$ cat src/rtl/shift_seq_pkg.sv
// Shared definitions for the multi-cycle shift sequencer.
// Contents:
//   seq_state_t   FSM state encoding (IDLE, SHIFT, DONE)
//   SH_*          shift codes understood by the single-position shifter
package shift_seq_pkg;

  typedef enum logic [1:0] {
    IDLE  = 2'd0,
    SHIFT = 2'd1,
    DONE  = 2'd2
  } seq_state_t;

  localparam logic [1:0] SH_NONE = 2'b00;
  localparam logic [1:0] SH_LSL  = 2'b01;
  localparam logic [1:0] SH_LSR  = 2'b10;
  localparam logic [1:0] SH_ASR  = 2'b11;

endpackage

$ cat src/rtl/shifter.sv
// Single-position combinational shifter used by the datapath.
// Ports:
//   in    [15:0]  operand
//   shift [1:0]   00 none, 01 left zero fill, 10 logical right, 11 arithmetic right
//   sout  [15:0]  shifted operand
module shifter
  import shift_seq_pkg::*;
(
  input  logic [15:0] in,
  input  logic [1:0]  shift,
  output logic [15:0] sout
);

  always_comb begin
    sout = in;
    case (shift)
      SH_LSL:  sout = {in[14:0], 1'b0};
      SH_LSR:  sout = {1'b0, in[15:1]};
      SH_ASR:  sout = {in[15], in[15:1]};
      default: sout = in;
    endcase
  end

endmodule

$ cat src/rtl/shift_sequencer.sv
// Multi-cycle shift controller: performs 0..2^AMT_W-1 position shifts of a
// 16-bit operand by iterating the single-position shifter once per clock.
// Ports:
//   clk     rising-edge clock
//   rst_n   asynchronous active-low reset
//   start   request strobe, sampled only in IDLE
//   in      [15:0] operand
//   shift   [1:0]  shift code (shifter encoding)
//   amount  [AMT_W-1:0] number of positions
//   busy    high while iterating (SHIFT state)
//   done    one-cycle completion pulse
//   sout    [15:0] registered result, held until the next completion
module shift_sequencer
  import shift_seq_pkg::*;
#(
  parameter int AMT_W = 4
) (
  input  logic             clk,
  input  logic             rst_n,
  input  logic             start,
  input  logic [15:0]      in,
  input  logic [1:0]       shift,
  input  logic [AMT_W-1:0] amount,
  output logic             busy,
  output logic             done,
  output logic [15:0]      sout
);

  seq_state_t       state_reg, state_next;
  logic [15:0]      work_reg, work_next;
  logic [15:0]      sout_reg, sout_next;
  logic [1:0]       code_reg, code_next;
  logic [AMT_W-1:0] count_reg, count_next;
  logic [15:0]      shifted;

  shifter u_shifter (
    .in    (work_reg),
    .shift (code_reg),
    .sout  (shifted)
  );

  always_ff @(posedge clk or negedge rst_n) begin
    if (!rst_n) begin
      state_reg <= IDLE;
      work_reg  <= '0;
      sout_reg  <= '0;
      code_reg  <= SH_NONE;
      count_reg <= '0;
    end else begin
      state_reg <= state_next;
      work_reg  <= work_next;
      sout_reg  <= sout_next;
      code_reg  <= code_next;
      count_reg <= count_next;
    end
  end

  // The result register is loaded on the edge that enters DONE, so the new
  // value is already visible during the done pulse.
  always_comb begin
    state_next = state_reg;
    work_next  = work_reg;
    sout_next  = sout_reg;
    code_next  = code_reg;
    count_next = count_reg;
    case (state_reg)
      IDLE: begin
        if (start) begin
          work_next  = in;
          code_next  = shift;
          count_next = amount;
          if (amount == '0 || shift == SH_NONE) begin
            state_next = DONE;
            sout_next  = in;
          end else begin
            state_next = SHIFT;
          end
        end
      end
      SHIFT: begin
        work_next = shifted;
        // Never decrement from zero; a zero count cannot occur here but
        // is treated as the final iteration for safety.
        if (count_reg != '0) begin
          count_next = count_reg - AMT_W'(1);
        end
        if (count_reg <= AMT_W'(1)) begin
          state_next = DONE;
          sout_next  = shifted;
        end
      end
      DONE: begin
        state_next = IDLE;
      end
      default: begin
        state_next = IDLE;
      end
    endcase
  end

  assign busy = (state_reg == SHIFT);
  assign done = (state_reg == DONE);
  assign sout = sout_reg;

endmodule

$ cat config.mk
export PLATFORM = sky130hd
export DESIGN_NAME = shift_sequencer
export DESIGN_NICKNAME = d
export VERILOG_FILES = /design/src/rtl/shift_seq_pkg.sv /design/src/rtl/shifter.sv /design/src/rtl/shift_sequencer.sv
export SDC_FILE = /design/constraint.sdc
export NUM_CORES = 1
export LEC_CHECK = 0
export CORE_AREA = 2 2 82 84
export CTS_CLUSTER_DIAMETER = 100
export CTS_CLUSTER_SIZE = 25
export DETAILED_ROUTE_END_ITERATION = 8
export DIE_AREA = 0 0 84 86
export GPL_ROUTABILITY_DRIVEN = 1
export GPL_TIMING_DRIVEN = 0
export SYNTH_ARGS = -nofsm -noshare
export SYNTH_HDL_FRONTEND = slang
export SYNTH_HIERARCHICAL = 1
export SYNTH_SLANG_ARGS = --single-unit
$ cat constraint.sdc
create_clock -name clk -period 3.69 [get_ports clk]
set_input_delay 0.738 -clock clk [delete_from_list [all_inputs] [get_ports clk]]
set_output_delay 0.738 -clock clk [all_outputs]
set_load 0.02 [all_outputs]
==> flow_summary.ini <==
[outcome]
run_status = finished clean

[route]
initialDrtViolationCount = 89
wire_per_inst_um = 15.95
drtPass1Iterations = 4
wirelength_um = 5582
drc = 0
vias_per_cell = 5.100
vias = 1785
antenna_left = 0

[critical_path]
crit_required_ns = 3.90
setup.worst_path.end = sout[9]
cp-end-kind = flop
worstReg2RegEnd = sout[9]
worstSetupPathType = primary input to flop
rr_worst_depth = 4
reg2reg_slack_ns = 1.49
critical_path.cell_chain = clkdlybuf4s50_1 -> nor4_1 -> nor3_1 -> clkbuf_1 -> o21ai_0 -> o21ai_0
r2r-start = state_reg[0]
startpoint_type = primary input
max_stage_delay_ns = 0.87
crit_path_top_delay_cell = nor3_1
worst-path-max-fanout = 10
cp.arrival_ns = 2.95
crit_top_cell = o21ai_0
critPathLaunch = amount[0]

[clocking]
cts-htree-levels = 2
root_buffer = clkbuf_8
tritoncts = yes
cts_buffer_depth = 2
numCtsBuffers = 5
postCtsHoldBufs = 0
clk_pin_slew_ns = 0.07
clkSinkCount = 40
insertion_delay_ns = 0.29
cts_setup_buffers = 0
ctsResizeCount = 0

[yosys]
synth_ff_type = dfrtp_1
synth_area_leaders = dfrtp_1 (46%), mux2i_1 (14%), o21ai_0 (11%), nand2_1 (5.3%), o21ai_2 (3.6%)
syn-num-nets = 250
synth-seq-cells = 40
synthCells = 222
synth.most_common_cell = o21ai_0
synth_top_area_frac = 0.4598
synth_top_area_cell = dfrtp_1
seq_area_frac_synth = 0.4598
synthDistinctLibCells = 34
synthesis.area_sq_um = 2177
ys_top_cells_by_count = o21ai_0 (50), dfrtp_1 (40), nand2_1 (31)
synth-edff-count = 0
yosysWarnings = 6
syn_area_per_cell_sq_um = 9.807
async_reset_ff_frac = 1.000

[worst_hold_path]
hp-class = primary input to async pin

[power]
leakagePower_nw = 1.192
vdd_drop_max_uv = 463.5
powerDensity_nw_per_um2 = 925.7
fin_total_pwr_w = 0.002607

[global_route]
grt_start_max_net_pins = 39
track_usage = 0.1623
grt_pass1_wl_um = 9190
grt_pass1_vias = 1836
grt_overflow = 0
antenna_found_initial = 0

[timing]
slew_viol_final = 0
setup-tns-final_ns = 0
setup_viol = 0
fin_worst_skew_ns = 0.005306
fmax_mhz = 364.9
fin_crit_ns = 2.740
period_share = 0.7426
worst_pin_slew_ns = 1.101
hold_viol = 0
slew-limit-headroom = 0.2601
rsz0062_at_grt = no

[place]
hpwlAfterDp_um = 3836
place.gp.congestion = 0.8137
port_buffers = 42

[die]
dieWidth_um = 84
io_pins = 43
start_util = 0.3468
die_height_um = 86
coreArea_sq_um = 6277
dieArea_sq_um = 7224
rows = 29

[final_layout]
drive_above_1_share = 0.1209
synthToLayoutAreaGrowth_pct = 29.37
finalNetCount = 300
n_antenna_cell = 0

[flow_run]
maxCapViolCount = 0
## worst min-delay path by stage
stage | slack [ns] | to | cells after the start | start
detailed placement | 0.50 | work_reg[0] | 2 | work_reg[0]
finish | 0.24 | sout[9] | 1 | rst_n
global route | 0.23 | sout[10] | 1 | rst_n
CTS | 0.24 | sout[10] | 1 | rst_n
floorplan | 0.44 | code_reg[0] | 0 | rst_n
global placement | 0.50 | sout[12] | 2 | sout[12]
## cell families (layout without fill, tap and decap cells)
family	after synthesis	in the layout	synth area share
AOI/OAI and AO/OA	79	79	0.2132
and+or+nand+nor	49	49	0.09829
DFF	40	40	0.4598
muxes	33	33	0.1534
buffers and inverters	18	69	0.05804
adders and majority gates	3	3	0.01724
## metal layers
metal	part of all wire	routed length, um	global-route usage	up-vias
met5	0	0	0	-
met4	0.0079	44	0.03079	0
met3	0.039	217	0.03465	6
met2	0.47	2648	0.2669	33
met1	0.48	2671	0.2237	864
li1	-	-	-	882
## final cells by class
class	instances	area [sq um]
Fill cell	611	3461
Inverter	4	20.02
Multi-Input combinational cell	164	1050
Clock buffer	6	72.57
Tap cell	77	96.34
Buffer	14	106.4
Sequential cell	40	1001
Timing Repair Buffer	43	435.4
Clock inverter	2	35.03
## report_power, final
part / leakage [nW] / switching, W / internal (W)
combinational: 0.641 / 0.000797 / 0.000630
sequential: 0.496 / 0.000173 / 0.000652
clock: 0.0552 / 0.000155 / 0.000201
total: 1.19 / 0.00112 / 0.00148
## stage by stage
step,setup slack (ns),utilization,cells,hold slack (ns),area [sq um]
after floorplan,1.841,-,222,0.4424,2177
after global placement,0.7210,0.4291,341,0.4954,2694
after detailed placement,0.6810,0.4315,342,0.4995,2709
after CTS,0.9723,0.4487,350,0.2365,2816
after global routing,0.7152,0.4487,350,0.2252,2816
final,0.9497,0.4487,350,0.2406,2816
## critical path, delay by kind of cell
kind	cells	cell delay (ns)
AO/OA/AOI/OAI	2	0.29
AND/OR/NAND/NOR	2	0.94
buffers and inverters	2	0.97
## layout by cell type (no fill, tap or decap), types with 2 or more instances in the layout
master,instances
o21ai_2,9
clkbuf_8,6
dfrtp_1,40
o21ai_1,9
ha_1,3
buf_6,2
mux2_2,2
buf_2,2
buf_4,3
nor3_1,2
mux2i_1,30
clkdlybuf4s50_1,41
nor2_1,8
buf_12,2
inv_1,3
o21ai_0,50
clkbuf_1,7
a21oi_1,4
a22o_1,2
nand2_1,31
(Power assumes the default switching activity.)
